<file path="config.mk">
export PLATFORM = sky130hd
export DESIGN_NAME = tick_pwm_gen
export DESIGN_NICKNAME = d
export VERILOG_FILES = /design/src/rtl/tick_pwm_gen_pkg.sv /design/src/rtl/tick_pwm_gen_shadow.sv /design/src/rtl/tick_pwm_gen.sv
export SDC_FILE = /design/constraint.sdc
export NUM_CORES = 1
export LEC_CHECK = 0
export CAP_MARGIN = 20
export CORE_ASPECT_RATIO = 1.4
export CORE_MARGIN = 5
export CORE_UTILIZATION = 50
export CTS_CLUSTER_SIZE = 8
export DETAILED_ROUTE_END_ITERATION = 7
export PLACE_DENSITY = 0.82
export SYNTH_ARGS = -nofsm -noshare
export SYNTH_HDL_FRONTEND = slang
export SYNTH_SLANG_ARGS = --single-unit
</file>
<file path="constraint.sdc">
create_clock -name i_clk -period 2.7 [get_ports i_clk]
set_input_delay 0.81 -clock i_clk [delete_from_list [all_inputs] [get_ports i_clk]]
set_output_delay 0.81 -clock i_clk [all_outputs]
set_load 0.02 [all_outputs]
</file>
<file path="src/rtl/tick_pwm_gen_pkg.sv">
// -----------------------------------------------------------------------------
// tick_pwm_gen_pkg
// Shared definitions for the tick-driven PWM generator.
//   - NBITS_DEFAULT : default width of the period, high-time and phase counter
//   - state_e       : run state of the generator (IDLE=0, RUN=1)
// -----------------------------------------------------------------------------
package tick_pwm_gen_pkg;

    localparam int NBITS_DEFAULT = 16;

    typedef enum logic {
        IDLE = 1'b0,
        RUN  = 1'b1
    } state_e;

endpackage

</file>
<file path="src/rtl/tick_pwm_gen_shadow.sv">
// -----------------------------------------------------------------------------
// tick_pwm_gen_shadow
// One-entry shadow register for period/high configuration. A new config is
// accepted over a valid/ready handshake, held here, and handed to the
// generator only when it signals an apply event.
// Ports:
//   i_clk, i_rst_n            clock, asynchronous active-low reset
//   i_cfg_valid               config offer
//   i_cfg_period, i_cfg_high  offered period (P) and high time (H)
//   i_apply                   apply strobe from the generator
//   o_cfg_ready               shadow slot free
//   o_full                    shadow holds a pending config
//   o_period, o_high          pending config contents
// -----------------------------------------------------------------------------
module tick_pwm_gen_shadow
    import tick_pwm_gen_pkg::*;
#(
    parameter int NBITS = NBITS_DEFAULT
) (
    input  logic             i_clk,
    input  logic             i_rst_n,
    input  logic             i_cfg_valid,
    input  logic [NBITS-1:0] i_cfg_period,
    input  logic [NBITS-1:0] i_cfg_high,
    input  logic             i_apply,
    output logic             o_cfg_ready,
    output logic             o_full,
    output logic [NBITS-1:0] o_period,
    output logic [NBITS-1:0] o_high
);

    logic             full_q,   full_d;
    logic [NBITS-1:0] period_q, period_d;
    logic [NBITS-1:0] high_q,   high_d;
    logic             accept;

    // Accept is only possible while empty, so an apply in the same cycle
    // never sees the freshly accepted value: it waits for the next apply.
    always_comb begin
        full_d   = full_q;
        period_d = period_q;
        high_d   = high_q;
        accept   = i_cfg_valid && !full_q;
        if (i_apply && full_q) begin
            full_d = 1'b0;
        end
        if (accept) begin
            full_d   = 1'b1;
            period_d = i_cfg_period;
            high_d   = i_cfg_high;
        end
    end

    always_ff @(posedge i_clk or negedge i_rst_n) begin
        if (!i_rst_n) begin
            full_q   <= 1'b0;
            period_q <= '0;
            high_q   <= '0;
        end else begin
            full_q   <= full_d;
            period_q <= period_d;
            high_q   <= high_d;
        end
    end

    assign o_cfg_ready = !full_q;
    assign o_full      = full_q;
    assign o_period    = period_q;
    assign o_high      = high_q;

endmodule

</file>
<file path="src/rtl/tick_pwm_gen.sv">
// -----------------------------------------------------------------------------
// tick_pwm_gen
// Turns a single-cycle tick stream into a periodic waveform: a period lasts
// P+1 ticks and the output is high for the first H ticks of each period.
// Config updates go through a shadow register and take effect only at a
// period boundary (or on entry into RUN), so the output never glitches.
// Ports:
//   i_clk, i_rst_n            clock, asynchronous active-low reset
//   i_en                      run enable (level)
//   i_tick                    one-cycle tick from the divider
//   i_cfg_valid/o_cfg_ready   config handshake
//   i_cfg_period, i_cfg_high  offered P and H
//   o_out                     registered waveform
//   o_period_start            one-cycle pulse at each period start
//   o_busy                    generator is in RUN
//   o_phase                   current phase within the period (0..P)
// -----------------------------------------------------------------------------
module tick_pwm_gen
    import tick_pwm_gen_pkg::*;
#(
    parameter int NBITS = NBITS_DEFAULT
) (
    input  logic             i_clk,
    input  logic             i_rst_n,
    input  logic             i_en,
    input  logic             i_tick,
    input  logic             i_cfg_valid,
    output logic             o_cfg_ready,
    input  logic [NBITS-1:0] i_cfg_period,
    input  logic [NBITS-1:0] i_cfg_high,
    output logic             o_out,
    output logic             o_period_start,
    output logic             o_busy,
    output logic [NBITS-1:0] o_phase
);

    state_e           state_q,  state_d;
    logic [NBITS-1:0] phase_q,  phase_d;
    logic [NBITS-1:0] period_q, period_d;
    logic [NBITS-1:0] high_q,   high_d;
    logic             out_q,    out_d;
    logic             start_q,  start_d;

    logic             apply;
    logic             sh_full;
    logic [NBITS-1:0] sh_period;
    logic [NBITS-1:0] sh_high;
    logic [NBITS-1:0] next_period;
    logic [NBITS-1:0] next_high;
    logic [NBITS-1:0] phase_inc;

    tick_pwm_gen_shadow #(
        .NBITS (NBITS)
    ) u_shadow (
        .i_clk        (i_clk),
        .i_rst_n      (i_rst_n),
        .i_cfg_valid  (i_cfg_valid),
        .i_cfg_period (i_cfg_period),
        .i_cfg_high   (i_cfg_high),
        .i_apply      (apply),
        .o_cfg_ready  (o_cfg_ready),
        .o_full       (sh_full),
        .o_period     (sh_period),
        .o_high       (sh_high)
    );

    // Config that will be active after an apply event.
    assign next_period = sh_full ? sh_period : period_q;
    assign next_high   = sh_full ? sh_high   : high_q;

    // The phase never exceeds the active P, so this increment cannot wrap.
    assign phase_inc   = phase_q + 1'b1;

    always_comb begin
        state_d  = state_q;
        phase_d  = phase_q;
        period_d = period_q;
        high_d   = high_q;
        out_d    = out_q;
        start_d  = 1'b0;
        apply    = 1'b0;
        unique case (state_q)
            IDLE: begin
                phase_d = '0;
                out_d   = 1'b0;
                if (i_en) begin
                    state_d  = RUN;
                    start_d  = 1'b1;
                    apply    = 1'b1;
                    period_d = next_period;
                    high_d   = next_high;
                    out_d    = (next_high != '0);
                end
            end
            RUN: begin
                // Disable wins over a coincident tick.
                if (!i_en) begin
                    state_d = IDLE;
                    phase_d = '0;
                    out_d   = 1'b0;
                end else if (i_tick) begin
                    if (phase_q == period_q) begin
                        phase_d  = '0;
                        start_d  = 1'b1;
                        apply    = 1'b1;
                        period_d = next_period;
                        high_d   = next_high;
                        out_d    = (next_high != '0);
                    end else begin
                        phase_d = phase_inc;
                        out_d   = (phase_inc < high_q);
                    end
                end
            end
            default: begin
                state_d = IDLE;
                phase_d = '0;
                out_d   = 1'b0;
            end
        endcase
    end

    always_ff @(posedge i_clk or negedge i_rst_n) begin
        if (!i_rst_n) begin
            state_q  <= IDLE;
            phase_q  <= '0;
            period_q <= '0;
            high_q   <= '0;
            out_q    <= 1'b0;
            start_q  <= 1'b0;
        end else begin
            state_q  <= state_d;
            phase_q  <= phase_d;
            period_q <= period_d;
            high_q   <= high_d;
            out_q    <= out_d;
            start_q  <= start_d;
        end
    end

    assign o_out          = out_q;
    assign o_period_start = start_q;
    assign o_busy         = (state_q == RUN);
    assign o_phase        = phase_q;

endmodule
</file>
==> results.md <==
* Wire length of the first global-routing pass at 14.87 mm
* Vias after detailed routing at 2844
* Area Overhead vs Synth at 24.36%
* Num CTS Buffers at 9
* Clock root cell: clkbuf_16
* Syn. warnings at 0
* M1 WL at 3.762 mm
* ANT nets after route at 0
* Crit-path max FO at 7
* Synth area leader: dfrtp_1
* # resized after CTS at 0
* Most common cell after layout, fill and taps aside: dfrtp_1
* Setup crit end kind: flip-flop
* Clk slew on worst S/H paths at 0.06 ns
* Worst path required time at approximately 3 ns
* Pin count of the biggest net entering global routing at 48
* CP Launch Type: flip-flop
* #FFs+latches synth at 84
* Synth unique cells at 39
* Diodes inserted at 0
* Metal3 WL at 446 um
* Hold_ws at 0.4323 ns
* Std cell rows at 40
* Worst Hold Class: in2async
* Final setup vio count at 0
* Skew-Pair Late Insertion Delay at around 0.34 ns
* Maximum clock frequency at 389.4 MHz
* Final hold violations at 0
* Total congestion overflow at 0
* CTS tree: built
* Fill cells at 666
* Die ar. at 0.01052 sq mm
* Layout cell share with drive strength beyond 1 at 25.42%
* Leak at 2.426 nW
* Max layer used: met4
* Final period utilization at 95.12%
* Fin Clk Skew at 0.006966 ns
* VDD IR max at between 400 and 500 uV
* Initial core utilization at 50.52%
* Final Slew Violations at 0
* Nets@finish at about 470
* Antenna violations before repair at 0
* Max Root-Sink Buffers at 2
* Clock period minus worst slack at around 2.6 ns
* Max-Cap Viols at 0
* Die Y at 119.4 um
* H-Tree Depth at 3
* Number of global-route vias before repair at 3055
* Core region area at 0.008458 sq mm
* Placed wire-length estimate at around 6.7 mm
* Met2 WL post-DR at 4.540 mm
* Syn nets at 401
* Most used cell along the critical path: a21o_1
* Largest cells by area after synthesis: dfrtp_1 49%, mux2_4 10%, mux2_2 9.2%, ha_1 4.7%, xnor2_1 4.5%
* Hold_buf cts at 0
* Inst Count DP at 506
* Syn Std Cell Area at 0.004273 sq mm
* Delay-heaviest family, CP: compound AO/OA/AOI/OAI gates
* RD Place Congestion at just under 1
* # DRC at 0
* Overall routing resource usage at 18.59%
* CP cell instances: nand4_1 -> nor2_4 -> and2_1 -> xor2_1 -> ha_1 -> a21o_1 -> a21o_1 -> a21oi_1 -> o21ai_0 -> a211oi_2 -> a221o_1
* Slew of the pin with the lowest slew margin at 0.4883 ns
* Most frequent cells in the layout: 81 x dfrtp_1, 55 x clkdlybuf4s50_1, 35 x mux2_2, 29 x mux2_4, 28 x nand2_1
* Avg Cell Area, Syn at 12.28 sq um
* Ports at 57
* Crit Path Class: reg2reg
* Slew HR at 67.44%
* Worst EP arrival at roughly 2.8 ns
* # Post-CTS Setup Buffers at 0
* DR vias/cell at 5.448
* Highest-delay cell along the critical path: dfrtp_2
* Post-synthesis sequential area ratio at 49.19%
* WL per Instance at approximately 17 um
* WL final at 9.125 mm
* IO buf count at between 50 and 60
* Buf/Inv on CP at 0
* Max incr delay on CP at 0.47 ns
* Pwr per Cell Area at 773.6 mW/mm^2
* Mapped Cells at between 300 and 400
* DRT iter0 DRCs at 124
* Status: finished clean
* Area share of the largest cell type after synthesis at 49.19%
* CTS sink count at between 80 and 90
* TritonRoute pass-1 iters at 4
* Final non-filler cell total at 522
* DIE WIDTH at 88.13 um
[metal layers]
layer / up-vias / global-route usage, %
met1: 1394 / 23.19
met4: 0 / 10.11
met5: - / 0
li1: 1337 / -
met2: 90 / 29.34
met3: 23 / 4.360
[worst reg2reg max path, delay by kind of cell, from the launching register on]
kind            cells  cell delay, ns
flops               1            0.47
simple gates        3            0.64
fa+ha+maj           1            0.28
xor+xnor            1            0.20
compound gates      6            0.92
[final timing paths]
kind	start	to	slack (ns)	cells past startpoint
worst min-delay path	i_rst_n	period_q[12]	0.43	1
max in group asynchronous	i_rst_n	u_shadow.o_high[5]	1.65	2
worst max register to register	o_phase[5]	o_out	0.13	11
min in group i_clk	u_shadow.o_period[2]	period_q[2]	0.51	1
worst max-delay path	o_phase[5]	o_out	0.13	11
worst min register to register	u_shadow.o_period[2]	period_q[2]	0.51	1
[where the power goes]
part	internal (W)	leakage, nW	switching (W)
registers	0.00162	1.02	0.000278
clock network	0.000768	0.152	0.000483
logic	0.000621	1.25	0.000340
total	0.00301	2.43	0.00110
[logic make-up after synthesis]
logic type / Yosys count / share of synthesized area [%]
AND/OR/NAND/NOR: 87 / 10.57
AO/OA/AOI/OAI: 33 / 5.534
flip-flops: 84 / 49.19
buffers and inverters: 34 / 4.451
adder cells (fa/ha/maj): 16 / 4.685
multiplexers: 64 / 19.41
XOR/XNOR: 30 / 6.149
[Yosys cell counts (all sizes together)]
master and number:
xnor2 22, or3b 1, a211oi 3, nand2 28, nor2b 2, nor4 7
inv 18, a21oi 5, nand4 9, nor3b 3, and3 3, dfrtp 84
and4 1, o2111ai 1, xor2 8, nand3 4, clkbuf 5, o22a 2
o21ai 8, nor3 2, ha 16, and2 3, or2 1, o41a 1
mux2 64, buf 11, a22oi 3, nor4b 1, a21o 9, nand2b 9
a221o 1, nor2 13
[cell type report]
type / instances / area, sq um / share of cell area [%]
multi-input cells: 230 / 2003 / 37.70
flip-flops and latches: 84 / 2106 / 39.63
inverters: 18 / 67.56 / 1.271
clock inverters: 5 / 60.06 / 1.130
well taps: 105 / 131.4 / 2.472
repair buffers: 69 / 693.2 / 13.04
clock buffers: 11 / 252.7 / 4.756
[sequential cells by signal, indices dropped and copies added, names as in the netlist]
signal	count
high_q	16
o_busy	1
o_out	1
o_period_start	1
o_phase	16
period_q	16
u_shadow.o_full	1
u_shadow.o_high	16
u_shadow.o_period	16
[metrics by stage]
| step | TNS, ns | setup slack (ns) | cell area, sq um | utilization [%] | power [W] |
|---|---|---|---|---|---|
| 2_1_floorplan | 0 | 0.2117 | 4273 | - | 0.002581 |
| 4_1_cts | 0 | 0.004932 | 5290 | 62.54 | 0.004152 |
| 3_5_place_dp | 0 | 0.05192 | 4977 | 58.85 | 0.002885 |
| 3_3_place_gp | 0 | 0.1689 | 4977 | 58.85 | 0.002827 |
| 6_report | 0 | 0.1317 | 5314 | 62.83 | 0.004111 |
| 5_1_grt | -0.02486 | -0.02486 | 5314 | 62.83 | 0.004322 |
(Power assumes the default switching activity.)
